--- src/rtl/riscv_mc_pkg.sv ---
// Shared encodings for the multi-cycle RV32I control FSM: states, opcodes,
// ALU operations, immediate formats and datapath mux selects.
package riscv_mc_pkg;

    typedef enum logic [4:0] {
        S_IDLE,
        S_FETCH,
        S_DECODE,
        S_MEMADR,
        S_MEMREAD,
        S_MEMWRITE,
        S_MEMWB,
        S_EXECR,
        S_EXECI,
        S_ALUWB,
        S_LUI,
        S_BRANCH,
        S_JAL,
        S_JALR,
        S_JALRLNK,
        S_HALT,
        S_TRAP
    } state_t;

    typedef enum logic [1:0] {
        ALUOP_ADD   = 2'b00,
        ALUOP_SUB   = 2'b01,
        ALUOP_FUNCT = 2'b10
    } aluop_t;

    localparam logic [6:0] OP_LOAD   = 7'b0000011;
    localparam logic [6:0] OP_STORE  = 7'b0100011;
    localparam logic [6:0] OP_RTYPE  = 7'b0110011;
    localparam logic [6:0] OP_ITYPE  = 7'b0010011;
    localparam logic [6:0] OP_BRANCH = 7'b1100011;
    localparam logic [6:0] OP_JAL    = 7'b1101111;
    localparam logic [6:0] OP_JALR   = 7'b1100111;
    localparam logic [6:0] OP_LUI    = 7'b0110111;
    localparam logic [6:0] OP_AUIPC  = 7'b0010111;
    localparam logic [6:0] OP_SYSTEM = 7'b1110011;

    localparam logic [3:0] ALU_ADD  = 4'd0;
    localparam logic [3:0] ALU_SUB  = 4'd1;
    localparam logic [3:0] ALU_AND  = 4'd2;
    localparam logic [3:0] ALU_OR   = 4'd3;
    localparam logic [3:0] ALU_XOR  = 4'd4;
    localparam logic [3:0] ALU_SLT  = 4'd5;
    localparam logic [3:0] ALU_SLTU = 4'd6;
    localparam logic [3:0] ALU_SLL  = 4'd7;
    localparam logic [3:0] ALU_SRL  = 4'd8;
    localparam logic [3:0] ALU_SRA  = 4'd9;

    localparam logic [2:0] IMM_I = 3'b000;
    localparam logic [2:0] IMM_S = 3'b001;
    localparam logic [2:0] IMM_B = 3'b010;
    localparam logic [2:0] IMM_J = 3'b011;
    localparam logic [2:0] IMM_U = 3'b100;

    localparam logic [1:0] SRCA_PC    = 2'b00;
    localparam logic [1:0] SRCA_OLDPC = 2'b01;
    localparam logic [1:0] SRCA_RS1   = 2'b10;
    localparam logic [1:0] SRCA_ZERO  = 2'b11;

    localparam logic [1:0] SRCB_RS2  = 2'b00;
    localparam logic [1:0] SRCB_IMM  = 2'b01;
    localparam logic [1:0] SRCB_FOUR = 2'b10;

    localparam logic [1:0] RES_ALUOUT    = 2'b00;
    localparam logic [1:0] RES_MEMDATA   = 2'b01;
    localparam logic [1:0] RES_ALURESULT = 2'b10;

    function automatic logic [2:0] imm_src_of(input logic [6:0] op);
        case (op)
            OP_STORE:          return IMM_S;
            OP_BRANCH:         return IMM_B;
            OP_JAL:            return IMM_J;
            OP_LUI, OP_AUIPC:  return IMM_U;
            default:           return IMM_I;
        endcase
    endfunction

endpackage

--- src/rtl/riscv_mc_alu_dec.sv ---
// ALU operation decoder: maps the FSM's ALU request plus funct fields to an
// ALUControl code and flags funct combinations that are not valid RV32I.
module riscv_mc_alu_dec
    import riscv_mc_pkg::*;
(
    input  logic [6:0] op,
    input  logic [2:0] funct3,
    input  logic       funct7b5,
    input  aluop_t     aluop,
    output logic [3:0] alu_control,
    output logic       illegal_f
);

    logic is_rtype;
    logic is_itype;
    logic [3:0] funct_ctl;

    always_comb begin
        is_rtype = (op == OP_RTYPE);
        is_itype = (op == OP_ITYPE);

        // funct7b5 is part of the immediate for most I-type ops; only SRAI uses it
        case (funct3)
            3'b000:  funct_ctl = (is_rtype && funct7b5) ? ALU_SUB : ALU_ADD;
            3'b001:  funct_ctl = ALU_SLL;
            3'b010:  funct_ctl = ALU_SLT;
            3'b011:  funct_ctl = ALU_SLTU;
            3'b100:  funct_ctl = ALU_XOR;
            3'b101:  funct_ctl = funct7b5 ? ALU_SRA : ALU_SRL;
            3'b110:  funct_ctl = ALU_OR;
            default: funct_ctl = ALU_AND;
        endcase

        illegal_f = 1'b0;
        if (is_rtype && funct7b5 && (funct3 != 3'b000) && (funct3 != 3'b101))
            illegal_f = 1'b1;
        if (is_itype && funct7b5 && (funct3 == 3'b001))
            illegal_f = 1'b1;

        case (aluop)
            ALUOP_SUB:   alu_control = ALU_SUB;
            ALUOP_FUNCT: alu_control = funct_ctl;
            default:     alu_control = ALU_ADD;
        endcase
    end

endmodule

--- src/rtl/riscv_mc_controller.sv ---
// Main control FSM of the multi-cycle RV32I core: sequences each instruction
// through a shared ALU and unified memory, with halt, illegal trap and bus watchdog.
module riscv_mc_controller
    import riscv_mc_pkg::*;
#(
    parameter int MEM_TIMEOUT = 256,
    parameter bit EN_HALT     = 1'b1
) (
    input  logic       clk,
    input  logic       reset,
    input  logic [6:0] op,
    input  logic [2:0] funct3,
    input  logic       funct7b5,
    input  logic       Zero,
    input  logic       Lt,
    input  logic       LtU,
    input  logic       mem_ready,
    output logic       mem_req,
    output logic       mem_we,
    output logic       AdrSrc,
    output logic       IRWrite,
    output logic       PCWrite,
    output logic       RegWrite,
    output logic [1:0] ALUSrcA,
    output logic [1:0] ALUSrcB,
    output logic [1:0] ResultSrc,
    output logic [2:0] ImmSrc,
    output logic [3:0] ALUControl,
    output logic       halted,
    output logic       illegal,
    output logic       bus_err
);

    localparam int WD_W = (MEM_TIMEOUT > 0) ? $clog2(MEM_TIMEOUT + 1) : 1;
    localparam logic [WD_W-1:0] WD_LAST = (MEM_TIMEOUT > 0) ? WD_W'(MEM_TIMEOUT - 1) : '0;

    state_t          state_q, state_d;
    logic [WD_W-1:0] wd_q, wd_d;
    logic            illegal_q, illegal_d;
    logic            bus_err_q, bus_err_d;

    aluop_t          aluop;
    logic [3:0]      alu_control;
    logic            illegal_f;
    logic            wd_expire;
    logic            branch_taken;
    logic            branch_bad;

    riscv_mc_alu_dec u_alu_dec (
        .op          (op),
        .funct3      (funct3),
        .funct7b5    (funct7b5),
        .aluop       (aluop),
        .alu_control (alu_control),
        .illegal_f   (illegal_f)
    );

    always_ff @(posedge clk or negedge reset) begin
        if (!reset) begin
            state_q   <= S_IDLE;
            wd_q      <= '0;
            illegal_q <= 1'b0;
            bus_err_q <= 1'b0;
        end else begin
            state_q   <= state_d;
            wd_q      <= wd_d;
            illegal_q <= illegal_d;
            bus_err_q <= bus_err_d;
        end
    end

    always_comb begin
        case (funct3)
            3'b000:  branch_taken = Zero;
            3'b001:  branch_taken = !Zero;
            3'b100:  branch_taken = Lt;
            3'b101:  branch_taken = !Lt;
            3'b110:  branch_taken = LtU;
            3'b111:  branch_taken = !LtU;
            default: branch_taken = 1'b0;
        endcase
        branch_bad = (funct3 == 3'b010) || (funct3 == 3'b011);
        wd_expire  = (MEM_TIMEOUT != 0) && mem_req && !mem_ready && (wd_q == WD_LAST);
    end

    // Next-state, watchdog and sticky-flag logic
    always_comb begin
        state_d = state_q;
        case (state_q)
            S_IDLE:     state_d = S_FETCH;
            S_FETCH:    if (mem_ready) state_d = S_DECODE;
            S_DECODE: begin
                case (op)
                    OP_LOAD, OP_STORE: state_d = S_MEMADR;
                    OP_RTYPE:          state_d = illegal_f ? S_TRAP : S_EXECR;
                    OP_ITYPE:          state_d = illegal_f ? S_TRAP : S_EXECI;
                    OP_BRANCH:         state_d = S_BRANCH;
                    OP_JAL:            state_d = S_JAL;
                    OP_JALR:           state_d = S_JALR;
                    OP_LUI:            state_d = S_LUI;
                    OP_AUIPC:          state_d = S_ALUWB;
                    OP_SYSTEM:         state_d = EN_HALT ? S_HALT : S_TRAP;
                    default:           state_d = S_TRAP;
                endcase
            end
            S_MEMADR:   state_d = (op == OP_STORE) ? S_MEMWRITE : S_MEMREAD;
            S_MEMREAD:  if (mem_ready) state_d = S_MEMWB;
            S_MEMWRITE: if (mem_ready) state_d = S_FETCH;
            S_MEMWB:    state_d = S_FETCH;
            S_EXECR:    state_d = S_ALUWB;
            S_EXECI:    state_d = S_ALUWB;
            S_LUI:      state_d = S_ALUWB;
            S_ALUWB:    state_d = S_FETCH;
            S_BRANCH:   state_d = branch_bad ? S_TRAP : S_FETCH;
            S_JAL:      state_d = S_ALUWB;
            S_JALR:     state_d = S_JALRLNK;
            S_JALRLNK:  state_d = S_ALUWB;
            S_HALT:     state_d = S_HALT;
            S_TRAP:     state_d = S_TRAP;
            default:    state_d = S_IDLE;
        endcase
        if (wd_expire)
            state_d = S_TRAP;

        wd_d = '0;
        if ((MEM_TIMEOUT != 0) && mem_req && !mem_ready && (state_d == state_q))
            wd_d = wd_q + 1'b1;

        illegal_d = illegal_q | ((state_d == S_TRAP) && (state_q != S_TRAP) && !wd_expire);
        bus_err_d = bus_err_q | wd_expire;
    end

    // Datapath controls decoded from the current state
    always_comb begin
        mem_req   = 1'b0;
        mem_we    = 1'b0;
        AdrSrc    = 1'b0;
        IRWrite   = 1'b0;
        PCWrite   = 1'b0;
        RegWrite  = 1'b0;
        ALUSrcA   = SRCA_PC;
        ALUSrcB   = SRCB_RS2;
        ResultSrc = RES_ALUOUT;
        aluop     = ALUOP_ADD;
        case (state_q)
            S_FETCH: begin
                mem_req   = 1'b1;
                ALUSrcB   = SRCB_FOUR;
                ResultSrc = RES_ALURESULT;
                IRWrite   = mem_ready;
                PCWrite   = mem_ready;
            end
            S_DECODE: begin
                ALUSrcA = SRCA_OLDPC;
                ALUSrcB = SRCB_IMM;
            end
            S_MEMADR: begin
                ALUSrcA = SRCA_RS1;
                ALUSrcB = SRCB_IMM;
            end
            S_MEMREAD: begin
                mem_req = 1'b1;
                AdrSrc  = 1'b1;
            end
            S_MEMWRITE: begin
                mem_req = 1'b1;
                mem_we  = 1'b1;
                AdrSrc  = 1'b1;
            end
            S_MEMWB: begin
                ResultSrc = RES_MEMDATA;
                RegWrite  = 1'b1;
            end
            S_EXECR: begin
                ALUSrcA = SRCA_RS1;
                aluop   = ALUOP_FUNCT;
            end
            S_EXECI: begin
                ALUSrcA = SRCA_RS1;
                ALUSrcB = SRCB_IMM;
                aluop   = ALUOP_FUNCT;
            end
            S_ALUWB:    RegWrite = 1'b1;
            S_LUI: begin
                ALUSrcA = SRCA_ZERO;
                ALUSrcB = SRCB_IMM;
            end
            S_BRANCH: begin
                ALUSrcA = SRCA_RS1;
                aluop   = ALUOP_SUB;
                PCWrite = branch_taken && !branch_bad;
            end
            S_JAL: begin
                ALUSrcA = SRCA_OLDPC;
                ALUSrcB = SRCB_FOUR;
                PCWrite = 1'b1;
            end
            S_JALR: begin
                ALUSrcA   = SRCA_RS1;
                ALUSrcB   = SRCB_IMM;
                ResultSrc = RES_ALURESULT;
                PCWrite   = 1'b1;
            end
            S_JALRLNK: begin
                ALUSrcA = SRCA_OLDPC;
                ALUSrcB = SRCB_FOUR;
            end
            default: ;
        endcase
    end

    assign ALUControl = alu_control;
    assign ImmSrc     = (state_q == S_IDLE) ? IMM_I : imm_src_of(op);
    assign halted     = (state_q == S_HALT);
    assign illegal    = illegal_q;
    assign bus_err    = bus_err_q;

endmodule

--- config.mk ---
export PLATFORM = sky130hd
export DESIGN_NAME = riscv_mc_controller
export DESIGN_NICKNAME = d
export VERILOG_FILES = /design/src/rtl/riscv_mc_pkg.sv /design/src/rtl/riscv_mc_alu_dec.sv /design/src/rtl/riscv_mc_controller.sv
export SDC_FILE = /design/constraint.sdc
export NUM_CORES = 1
export LEC_CHECK = 0
export BUFFER_PORTS_ARGS = -buffer_cell sky130_fd_sc_hd__buf_2
export CAP_MARGIN = 5
export CELL_PAD_IN_SITES_DETAIL_PLACEMENT = 0
export CELL_PAD_IN_SITES_GLOBAL_PLACEMENT = 2
export CORE_UTILIZATION = 32
export CTS_CLUSTER_SIZE = 40
export DETAILED_ROUTE_END_ITERATION = 10
export HOLD_SLACK_MARGIN = 0.1
export PLACE_DENSITY = 0.89
export SYNTH_ARGS = -nofsm -noshare
export SYNTH_HDL_FRONTEND = slang
export SYNTH_SLANG_ARGS = --single-unit
--- constraint.sdc ---
create_clock -name clk -period 4.8 [get_ports clk]
set_input_delay 0.72 -clock clk [delete_from_list [all_inputs] [get_ports clk]]
set_output_delay 0.72 -clock clk [all_outputs]
set_load 0.05 [all_outputs]
==> Yosys cells after proc, flatten, opt, wreduce, memory -nomap -nowiden <==
Index checks and enable logic that the tools add are counted.
{ "op_classes": {"add_sub_neg": 1, "bitwise_logic": 2, "n_mux": 30, "eq_ne": 40, "reduce_logical": 35} }
{ "ops": {"columns": ["operator", "n"], "rows": [
  ["$pmux W5 S11", 1],
  ["$pmux W5 S9", 1],
  ["$eq A5 B4 Y1 const B", 8],
  ["$mux W5", 7],
  ["$eq A7 B7 Y1 const B", 4],
  ["$pmux W4 S7", 1],
  ["$eq A7 B6 Y1 const B", 3],
  ["$eq A5 B3 Y1 const B", 4],
  ["$reduce_or A5 Y1", 3],
  ["$eq A7 B5 Y1 const B", 2],
  ["$reduce_or A2 Y1", 7],
  ["$eq A3 B3 Y1 const B", 4],
  ["$pmux W2 S2", 3],
  ["$pmux W3 S4", 1],
  ["$reduce_or A3 Y1", 4],
  ["$logic_and A1 B1 Y1", 11],
  ["$eq A5 B2 Y1 const B", 2],
  ["$eq A5 B5 Y1 const B", 2],
  ["$mux W1", 10],
  ["$add A9 B1 Y9 const B", 1],
  ["$eq A9 B8 Y1 const B", 1],
  ["$mux W9", 1],
  ["$pmux W4 S2", 1],
  ["$eq A7 B2 Y1 const B", 1],
  ["18 further kinds", 25]
]} }
{ "word_totals": {"out_inout_bits": 22, "ff_bits": 16, "in_bits": 17, "word_cells": 112} }

==> Longest topological paths before layout <==
Gate-level depths: netlist of the first run.
{ "logic_depth": {"ltp_word": 14, "mapped_depth": 9, "depth_no_buf": 8} }

==> Cells and area by module <==
Synthesis of the first run repeated with hierarchy kept, for this count alone.
{ "hier_totals": {"cells_unflattened": 225, "hier_area_um2": 1757.9} }
{ "modules_own_cells": {"columns": ["mod", "seq_area_each_um2", "cells_per_inst", "n_inst", "area_per_inst_um2"], "rows": [
  ["riscv_mc_controller", 400.4, 193, 1, 1515.2],
  ["riscv_mc_alu_dec", 0.0, 32, 1, 242.7]
]} }

==> Worst setup path before layout of the first run <==
Ideal clock, no wire load.
{ "synth_timing": {"kind": "register -> output", "start": "reg state_q[3]", "end": "out ALUControl[1]", "setup_slack_ns": 1.248, "arrival_ns": 2.832, "path_stages_with_launch": 8, "required_ns": 4.080, "n_path_buf": 3, "path_cell_list": "dfrtp_1 > clkbuf_1 > clkbuf_1 > buf_1 > nand3b_1 > a21oi_1 > ha_1 > nor3b_1"} }
{ "synth_between": {"elab_chain_cells": 5, "word_cells_on_any_way": 8, "classes_between": "eq/ne: 5; mux: 2; reduce/logical: 1"} }
{ "synth_lines": {"columns": ["element", "line", "rtl"], "rows": [
  ["start: declaration", "riscv_mc_controller.sv:37", "state_t state_q, state_d;"],
  ["start signal: assignment", "riscv_mc_controller.sv:65", "state_q <= state_d;"],
  ["$eq A5 B4 Y1 or $eq A5 B3 Y1 (tied branches)", "riscv_mc_controller.sv:145", "case (state_q)"],
  ["$reduce_or A2 Y1 (no line)", null, null],
  ["$pmux W2 S2 *", "riscv_mc_controller.sv:145", null],
  ["$eq A2 B2 Y1 or $eq A2 B1 Y1 (tied branches)", "riscv_mc_alu_dec.sv:40", "case (aluop)"],
  ["$pmux W4 S2 *", "riscv_mc_alu_dec.sv:40", null],
  ["end: declaration", "riscv_mc_controller.sv:28", "output logic [3:0] ALUControl,"]
]} }
Every way passes the cells marked *; elsewhere a longest branch is shown, timed or not.

==> Worst setup path after layout of the first run <==
{ "layout_timing": {"start": "reg state_q[0]", "end": "out ALUControl[2]"} }
Same word-level chain as after synthesis.

==> results of run 1 <==
## cells in the mapped netlist, drive strengths merged (2+ instances only)
library cell / instances
nor4: 5
or2: 3
xnor2: 3
o31a: 2
a31oi: 2
nand2b: 7
clkbuf: 9
a221o: 2
nand2: 9
ha: 4
nor3b: 6
mux2i: 2
buf: 12
a21oi: 13
or3: 2
nor2: 20
nand4bb: 2
inv: 5
nand3b: 3
nor2b: 11
a21o: 2
dfrtp: 16
xor2: 6
o21ai: 12
a22oi: 3
nor3: 21
and2: 2
and3: 3
nand3: 13
## per-stage QoR
stage | hold slack [ns] | total power [mW] | utilization, %
CTS | 0.382 | 0.928 | 38.6
global route | 0.392 | 0.991 | 38.6
floorplan | 0.424 | 0.703 | -
finish | 0.371 | 0.925 | 38.6
global placement | 0.453 | 0.816 | 37.5
detailed placement | 0.461 | 0.809 | 37.5
## worst min path at each step
| stage | from | end | cells past startpoint |
|---|---|---|---|
| 4_1_cts | reset | wd_q[6] | 1 |
| 3_5_place_dp | illegal | illegal | 1 |
| 6_report | reset | wd_q[6] | 1 |
| 3_3_place_gp | bus_err | bus_err | 1 |
| 2_1_floorplan | reset | bus_err | 0 |
| 5_1_grt | reset | wd_q[6] | 1 |
## area by class of cell
cell class	count	area [um^2]	share of cell area (%)
Multi-Input combinational cell	174	1100	59.5
Sequential cell	16	400	21.7
Timing Repair Buffer	38	190	10.3
Tap cell	67	83.8	4.53
Clock buffer	4	55.1	2.98
Inverter	5	18.8	1.01
## worst reg2reg max path: stages (launching register included)
cell                      delay [ns]
sky130_fd_sc_hd__dfrtp_1        0.66
sky130_fd_sc_hd__nor4_1         0.73
sky130_fd_sc_hd__a32oi_1        0.27
sky130_fd_sc_hd__o21ai_0        0.15
sky130_fd_sc_hd__a221o_1        0.39
sky130_fd_sc_hd__nor3_1         0.11
## registers in the layout, summed over array words and instances, names as in the netlist
register  count
state_q       5
wd_q          9
bus_err       1
illegal       1
## layer usage
layer,vias up,GRT usage (%),routed length [um]
met5,-,0,0
met4,0,3.70,40
met3,4,1.93,162
met2,45,22.1,1700
met1,727,22.4,2040
li1,821,-,-
## logic make-up after synthesis
| kind of cell | Yosys count | share of synthesized area [%] |
|---|---|---|
| xor gates and xnor gates | 9 | 4.86 |
| buffers and inverters | 26 | 7.41 |
| adders and majority gates | 4 | 3.09 |
| AOI/OAI and AO/OA | 48 | 19.8 |
| DFF | 16 | 24.7 |
| muxes | 3 | 1.93 |
| and+or+nand+nor | 110 | 38.3 |
## power by group through the flow
stage	registers (mW)	logic, mW	clock network [mW]
3_5_place_dp	0.250	0.559	0
3_3_place_gp	0.250	0.566	0
4_1_cts	0.248	0.561	0.119
2_1_floorplan	0.170	0.532	0
5_1_grt	0.263	0.601	0.127
6_report	0.251	0.558	0.116
==> metrics.md, run 1 <==
| Metric | Value |
|---|---|
| Result of the run | finished clean |
| Maximum number of pins on one net before global-route repair | 28 |
| Rel. slew slack | 31.9% |
| Warning count from the yosys run | 0 |
| Sequential cell fraction of total power | 27.1% |
| Final instance area | 1850 um^2 |
| Startpoint kind of the worst setup timing path | register |
| Detailed-route DRC error count | 0 |
| Maximum level of the CTS H-tree | 1 |
| Row count | 25 |
| CP endpoint | ALUControl[2] |
| Worst Setup SP | state_q[0] |
| Routability cong. | 0.790 |
| Largest fanout of any net on the critical path | 19 |
| Flop-to-flop setup slack | 2.33 ns |
| P_sw | 0.517 mW |
| Minimum clock period | 3.35 ns |
| RSZ-0062 raised after global routing | no |
| Ratio of final minimum period to clock period | 69.8% |
| Number of enable-type register cells in the synthesized netlist | 0 |
| Clock tree sinks | 16 |
| Clock tree from TritonCTS | done |
| Router iterations before antenna repair | 4 |
| Area Growth Syn to Fin | 14.0% |
| Inserted Diodes | 0 |
| Fmax | 298 MHz |
| Most frequent standard cell in the layout excluding fill and tap cells | sky130_fd_sc_hd__buf_2 |
| Library cell with the largest summed area after synthesis | sky130_fd_sc_hd__dfrtp_1 |
| Gr ovfl total | 0 |
| Crit path buffers/inverters | 1 |
| Share of the yosys chip area belonging to registers | 24.7% |
| Post-synth cell types | 52 |
| Pre-CTS worst setup slack | 1.71 ns |
| Finished Layout Cells | 304 |
| Reg2Reg Capture Point | wd_q[2] |
| Die span in y | 73.2 um |
| Cell leakage power | 0.774 nW |
| Number of nets still failing antenna checks after routing | 0 |
| Final hold viol count | 0 |
| Critical path cell sequence | nor2b_1, nand3_1, ha_1, nor3b_1, buf_2 |
| Number of buffers added by the clock tree synthesis step | 3 |
| Cells on worst reg2reg path | 5 |
| Commonest cells after routing, fill and taps aside | 38 x sky130_fd_sc_hd__buf_2, 21 x sky130_fd_sc_hd__nor3_1, 20 x sky130_fd_sc_hd__nor2_1 |
| Max-cap violations | 0 |
| Core Region | 4790 um^2 |
| Pwr Density | 500 nW/um^2 |
| Flops & latches, synth | 16 |
| Post-synthesis net count | 237 |
| Placed instance count | 300 |
| Hold crit path type | in -> async |
| Type of the setup path with the least slack | reg -> out |
| Fraction of power spent switching nets | 55.9% |
| Layout fillers | 508 |
| Internal Pwr Total | 0.408 mW |
| Effective utilization at floorplan | 33.9% |
| Total half-perimeter wirelength after legalization and detailed placement | 2920 um |
| Worst EP required | 4.08 ns |
| Top-Level Pins | 39 |
| Clk network pwr share | 12.5% |
| Endpoint class of the critical path | primary output |
| Post_cts resized | 0 |
| Area of the mapped netlist | 1620 um^2 |
| Number of antenna violations at the first check in global routing | 0 |
| Clock Skew | 0.00425 ns |
| Max Buffers Root-to-Sink | 2 |
| Fraction of layout instances using a drive strength above 1 | 21.1% |
| Slew at the pin closest to its max-slew limit | 1.01 ns |
| Nets | 259 |
| Library cell contributing the largest single delay on the critical path | sky130_fd_sc_hd__dfrtp_1 |
| Critical path's top delay family | simple AND/OR/NAND/NOR gates |
| Detailed-route wire length per cell | 12.9 um |
| Via count | 1597 |
| Final Max Slew Viols | 0 |
| Die X | 73.2 um |
| Root buffer selected by CTS | sky130_fd_sc_hd__clkbuf_8 |
| Total die area | 5360 um^2 |
| Total of buffers placed on input and output ports | 38 |
| Syn avg cell area | 7.51 um^2 |
| Share of Yosys cell area claimed by the top area cell type | 24.7% |
| Drt via density | 5.25 |
| Logic pwr share | 60.3% |
| Buffers inserted during post-CTS setup optimization | 0 |
| Final Worst Setup Slack | 1.45 ns |
| Global-route wire length before repair | 6330 um |
| Synth Flop Type | sky130_fd_sc_hd__dfrtp_1 |
| Via count of the first global-routing pass | 1322 |
| Data arrival at the endpoint of the critical path | 2.63 ns |
| Number of buffers inserted by hold repair at cts | 0 |
| Setup_tns | 0 ns |
| Leading cell types by total area after synthesis | sky130_fd_sc_hd__dfrtp_1 25%, sky130_fd_sc_hd__nor3_1 6.5%, sky130_fd_sc_hd__nor2_1 4.6% |
| Sum of routed wire length over all layers | 3940 um |
| Biggest cell delay along the critical path | 0.67 ns |
| Post-place instance area | 1790 um^2 |
| Worst-case vdd ir drop | 0.000152 V |
| Clock latency at the later pin of the worst-skew pair | 0.25 ns |
| Initial detailed-routing violation count | 153 |
| Proportion of register bits with asynchronous set or reset after synthesis | 100% |
| Synthesized instance count | 216 |
| WP depth | 5 |
| Setup-violating endpoint count in the final report | 0 |
| GR Util All Layers | 14.8% |
| Reg2Reg Launch Point | state_q[3] |
| Clock slew at reported path FFs | 0.06 ns |
No activity file was read; power rests on OpenSTA's default activity.
==> run 2, diff against run 1 <==
Settings changed: CORE_UTILIZATION 32 to 30, PLACE_DENSITY 0.89 to 0.85.
Clock period 4.8 ns to 3.12 ns, I/O delays scaled along.
==> run 2 against run 1 <==
Routed wire length is 2.0% higher; via count is 2.8% higher; register-to-register slack worse by 1.6 ns; critical path depth is 1 higher; critical endpoint unchanged; largest cell class unchanged.
==> metrics.md, run 2 (synthesis gave the netlist of run 1 again) <==
| Metric | Value |
|---|---|
| Max-cap violations | 0 |
| Commonest cells after routing, fill and taps aside | 38 x sky130_fd_sc_hd__buf_2, 21 x sky130_fd_sc_hd__nor3_1, 20 x sky130_fd_sc_hd__nor2_1 |
| Routability cong. | 0.764 |
| Startpoint kind of the worst setup timing path | register |
| Area Growth Syn to Fin | 15.7% |
| Placed instance count | 306 |
| Number of flip-flops under the largest register name | 9 |
| Drt via density | 5.30 |
| Number of buffers inserted by hold repair at cts | 0 |
| Setup-violating endpoint count in the final report | 0 |
| Largest fanout of any net on the critical path | 20 |
| Clock latency at the later pin of the worst-skew pair | 0.25 ns |
| Clock tree from TritonCTS | done |
| Final Max Slew Viols | 0 |
| Total power of the final layout | 1.45 mW |
| Total of buffers placed on input and output ports | 38 |
| Post_cts resized | 0 |
| Result of the run | finished clean |
| Via count of the first global-routing pass | 1336 |
| GR Util All Layers | 14.6% |
| Type of the setup path with the least slack | reg -> out |
| Via count | 1642 |
| Fmax | 357 MHz |
| Fraction of layout instances using a drive strength above 1 | 22.1% |
| Endpoint class of the critical path | primary output |
| Number of nets still failing antenna checks after routing | 0 |
| Detailed-route wire length per cell | 12.9 um |
| Nets | 262 |
| Rel. slew slack | 33.5% |
| Data arrival at the endpoint of the critical path | 2.33 ns |
| Minimum clock period | 2.80 ns |
| Hold crit path type | in -> async |
| Max Buffers Root-to-Sink | 2 |
| Root buffer selected by CTS | sky130_fd_sc_hd__clkbuf_8 |
| Library cell contributing the largest single delay on the critical path | sky130_fd_sc_hd__dfrtp_1 |
| Router iterations before antenna repair | 4 |
| Initial detailed-routing violation count | 171 |
| Maximum level of the CTS H-tree | 1 |
| Most flops, register | wd_q |
| Cells on worst reg2reg path | 5 |
| Worst EP required | 2.65 ns |
| Maximum number of pins on one net before global-route repair | 21 |
| Row count | 26 |
| Most frequent standard cell in the layout excluding fill and tap cells | sky130_fd_sc_hd__buf_2 |
| Ratio of final minimum period to clock period | 89.8% |
| Clock slew at reported path FFs | 0.06 ns |
| Clock tree sinks | 16 |
| Slew at the pin closest to its max-slew limit | 0.987 ns |
| Die span in y | 75.5 um |
| Critical path cell sequence | nor2b_1, nand3_1, a21oi_1, ha_1, nor3b_1, buf_2 |
| Layout fillers | 545 |
| Number of antenna violations at the first check in global routing | 0 |
| RSZ-0062 raised after global routing | no |
| Worst-case vdd ir drop | 0.000327 V |
| Global-route wire length before repair | 6610 um |
| Sum of routed wire length over all layers | 4010 um |
| Number of buffers added by the clock tree synthesis step | 3 |
| Registers with the most flip-flops | wd_q: 9 flops, state_q: 5 flops |
| Cell leakage power | 0.790 nW |
| Finished Layout Cells | 310 |
| Post-route worst hold slack | 0.117 ns |
| Biggest cell delay along the critical path | 0.67 ns |
| Clock Skew | 0.00379 ns |
| Detailed-route DRC error count | 0 |
| Reg2Reg Launch Point | state_q[1] |
| Buffers inserted during post-CTS setup optimization | 0 |
| Total die area | 5700 um^2 |
| Final Worst Setup Slack | 0.317 ns |
| Effective utilization at floorplan | 31.3% |
| Inserted Diodes | 0 |
| Gr ovfl total | 0 |
| Core Region | 5170 um^2 |
| Worst Setup SP | state_q[1] |
| Die X | 75.5 um |
| Total half-perimeter wirelength after legalization and detailed placement | 3020 um |
| Final hold viol count | 0 |
| Pwr Density | 774 nW/um^2 |
| Pre-CTS worst setup slack | 0.601 ns |
| Setup_tns | 0 ns |
| Top-Level Pins | 39 |
## run 2: cell count changes in the layout (fill, tap and decap cells not counted), sizes merged
cell,delta
buf,+3
## run 2: metal layers
metal / share of wire (%) / GRT usage, % / wire, um / vias up
met5: 0 / 0 / 0 / -
met4: 0.47 / 3.09 / 19 / 0
met3: 4.3 / 0.794 / 173 / 2
met2: 45 / 21.6 / 1820 / 45
met1: 50 / 23.2 / 2000 / 763
li1: - / - / - / 832
## run 2: area by class of cell
| cell class | instances | area, um^2 | share of cell area [%] |
|---|---|---|---|
| flip-flops and latches | 16 | 400 | 21.3 |
| clock buffers | 4 | 55.1 | 2.94 |
| multi-input cells | 174 | 1100 | 58.7 |
| repair buffers | 41 | 213 | 11.3 |
| well taps | 70 | 87.6 | 4.67 |
| inverters | 5 | 18.8 | 1.00 |
## run 2: power by group
part	switching [mW]	internal (mW)	total, mW	leakage [nW]
clock network	0.0698	0.112	0.182	0.0288
logic	0.614	0.297	0.912	0.547
registers	0.119	0.240	0.359	0.214
total	0.803	0.649	1.45	0.790
## run 2: worst max-delay path, delay by kind of cell (launching register included)
kind | cells | cell delay (ns)
AO/OA/AOI/OAI | 1 | 0.20
flip-flops | 1 | 0.67
adder cells (fa/ha/maj) | 1 | 0.29
AND/OR/NAND/NOR | 3 | 0.64
buffers and inverters | 1 | 0.30
## run 2: final timing paths
path                            endpoint  slack, ns
max                        ALUControl[2]       0.32
max reg2reg                      wd_q[3]       0.78
min in group clk                 illegal       0.47
min                              wd_q[5]       0.12
min reg2reg                      illegal       0.47
max in group asynchronous        bus_err       2.75
## run 2: stage by stage
| stage | area, um^2 | util, % |
|---|---|---|
| 6_report | 1880 | 36.3 |
| 5_1_grt | 1880 | 36.3 |
| 4_1_cts | 1880 | 36.3 |
| 3_5_place_dp | 1820 | 35.2 |
| 3_3_place_gp | 1820 | 35.2 |
| 2_1_floorplan | 1620 | - |
==> run 3, diff against run 2 <==
Settings changed: GPL_TIMING_DRIVEN set to 0.
==> run 3 against run 2 <==
Register-to-register slack better by 0.03 ns; non-clock buffer count is 13 higher; sequential cell count stayed put; sequential share of layout area is 0.64 points lower; worst setup slack worse by 0.021 ns.
==> metrics.md, run 3 (synthesis gave the netlist of run 1 again) <==
| Metric | Value |
|---|---|
| Registers with the most flip-flops | wd_q: 9 flops, state_q: 5 flops |
| Clock slew at reported path FFs | 0.06 ns |
| Top-Level Pins | 39 |
| Via count of the first global-routing pass | 1461 |
| Minimum clock period | 2.82 ns |
| Number of flip-flops under the largest register name | 9 |
| Routability cong. | 0.822 |
| Data arrival at the endpoint of the critical path | 2.36 ns |
| Startpoint kind of the worst setup timing path | register |
| Worst-case vdd ir drop | 0.000271 V |
| Layout fillers | 560 |
| RSZ-0062 raised after global routing | no |
| Crit path buffers/inverters | 3 |
| Most frequent standard cell in the layout excluding fill and tap cells | sky130_fd_sc_hd__buf_2 |
| Total half-perimeter wirelength after legalization and detailed placement | 3330 um |
| Area of the multi-input gates | 1100 um^2 |
| Maximum level of the CTS H-tree | 1 |
| Initial detailed-routing violation count | 116 |
| Final Worst Setup Slack | 0.296 ns |
| Die span in y | 75.5 um |
| Most flops, register | wd_q |
| Clock tree sinks | 16 |
| Flop-to-flop setup slack | 0.81 ns |
| Library cell contributing the largest single delay on the critical path | sky130_fd_sc_hd__dfrtp_1 |
| Logic pwr share | 70.1% |
| Critical path's top delay family | buffers and inverters |
| Row count | 26 |
| Via count | 1646 |
| Top cell by count, worst path | sky130_fd_sc_hd__buf_2 |
| Combined flip-flop and latch cell area | 400 um^2 |
| Result of the run | finished clean |
| Clock latency at the later pin of the worst-skew pair | 0.25 ns |
| Ratio of final minimum period to clock period | 90.5% |
| Final Max Slew Viols | 0 |
| Endpoint class of the critical path | primary output |
| Nets | 275 |
| Drt via density | 5.10 |
| Area Growth Syn to Fin | 19.2% |
| Critical path cell sequence | clkbuf_2, buf_2, nand3b_1, a21oi_1, ha_1, nor3b_1, buf_2 |
| Clock tree from TritonCTS | done |
| Post-layout utilization of the core | 37.4% |
| Number of buffers added by the clock tree synthesis step | 3 |
| Total of buffers placed on input and output ports | 34 |
| Fmax | 354 MHz |
| Global-route wire length before repair | 7270 um |
| Clock Skew | 0.00348 ns |
| Cell leakage power | 0.823 nW |
| Clk network pwr share | 12.2% |
| Total power of the final layout | 1.50 mW |
| Number of nets still failing antenna checks after routing | 0 |
| Detailed-route wire length per cell | 13.4 um |
| Gr ovfl total | 0 |
| Router iterations before antenna repair | 4 |
| Worst EP required | 2.65 ns |
| Maximum number of pins on one net before global-route repair | 17 |
| Biggest cell delay along the critical path | 0.50 ns |
| Commonest cells after routing, fill and taps aside | 41 x sky130_fd_sc_hd__buf_2, 21 x sky130_fd_sc_hd__nor3_1, 20 x sky130_fd_sc_hd__nor2_1 |
| Fraction of power spent switching nets | 55.1% |
| Detailed-route DRC error count | 0 |
| Root buffer selected by CTS | sky130_fd_sc_hd__clkbuf_8 |
| Effective utilization at floorplan | 31.3% |
| Fraction of layout instances using a drive strength above 1 | 22.5% |
| Hold crit path type | in -> async |
| Pre-CTS worst setup slack | 0.137 ns |
| Inserted Diodes | 0 |
| Total die area | 5700 um^2 |
| P_sw | 0.828 mW |
| Max-cap violations | 0 |
| Max Buffers Root-to-Sink | 2 |
| Final hold viol count | 0 |
| Rel. slew slack | 33.3% |
| Die X | 75.5 um |
| Largest fanout of any net on the critical path | 10 |
| Core Region | 5170 um^2 |
| Number of antenna violations at the first check in global routing | 0 |
| Sequential cell fraction of total power | 17.7% |
| Setup-violating endpoint count in the final report | 0 |
| Slew at the pin closest to its max-slew limit | 0.991 ns |
| Internal Pwr Total | 0.673 mW |
| GR Util All Layers | 16.4% |
| Sum of routed wire length over all layers | 4340 um |
| Pwr Density | 777 nW/um^2 |
| Type of the setup path with the least slack | reg -> out |
run 3: cell types whose count changed in the layout (fill, tap and decap cells not counted):
cell	before	now
sky130_fd_sc_hd__buf_1	0	2
sky130_fd_sc_hd__buf_2	38	41
sky130_fd_sc_hd__buf_4	3	2
sky130_fd_sc_hd__buf_6	0	1
sky130_fd_sc_hd__clkbuf_1	0	7
sky130_fd_sc_hd__clkbuf_2	0	1
run 3: final timing paths:
path / to / cells after the start / start
worst min-delay path: wd_q[5] / 1 / reset
min in group clk: bus_err / 1 / bus_err
worst min register to register: bus_err / 1 / bus_err
worst max-delay path: ALUControl[2] / 7 / state_q[3]
max in group asynchronous: state_q[1] / 1 / reset
worst max register to register: wd_q[5] / 7 / wd_q[0]
run 3: routing by layer:
layer,vias to the layer above,track usage (%),part of all wire (%)
li1,858,-,-
met5,-,0,0
met3,5,0.794,2.8
met1,750,25.4,52
met4,0,4.32,1.2
met2,33,24.8,44
run 3: area by class of cell:
| cell class | instances | share of cell area (%) |
|---|---|---|
| Tap cell | 70 | 4.53 |
| Multi-Input combinational cell | 174 | 57.0 |
| Sequential cell | 16 | 20.7 |
| Timing Repair Buffer | 34 | 8.80 |
| Inverter | 5 | 0.971 |
| Clock buffer | 4 | 2.85 |
| Buffer | 20 | 5.18 |
run 3: through the flow:
stage	hold WS [ns]	setup TNS (ns)	instance area, um^2	instances
5_1_grt	0.142	0	1930	323
3_3_place_gp	0.393	0	1880	320
3_5_place_dp	0.399	0	1880	320
6_report	0.116	0	1930	323
4_1_cts	0.126	0	1940	324
2_1_floorplan	0.172	-0.361	1620	216
run 3: what timing repair did:
item,CTS,global route
gates resized for setup,1,2
hold buffers,0,0
pin swaps,0,0
buffers inserted,0,0
endpoints found under the setup margin,4,4
run 3: power groups by stage:
stage,clock network [mW],logic [mW],registers (mW)
6_report,0.183,1.05,0.266
4_1_cts,0.189,1.07,0.257
5_1_grt,0.194,1.15,0.272
3_3_place_gp,0,1.07,0.259
3_5_place_dp,0,1.06,0.261
2_1_floorplan,0,0.819,0.262
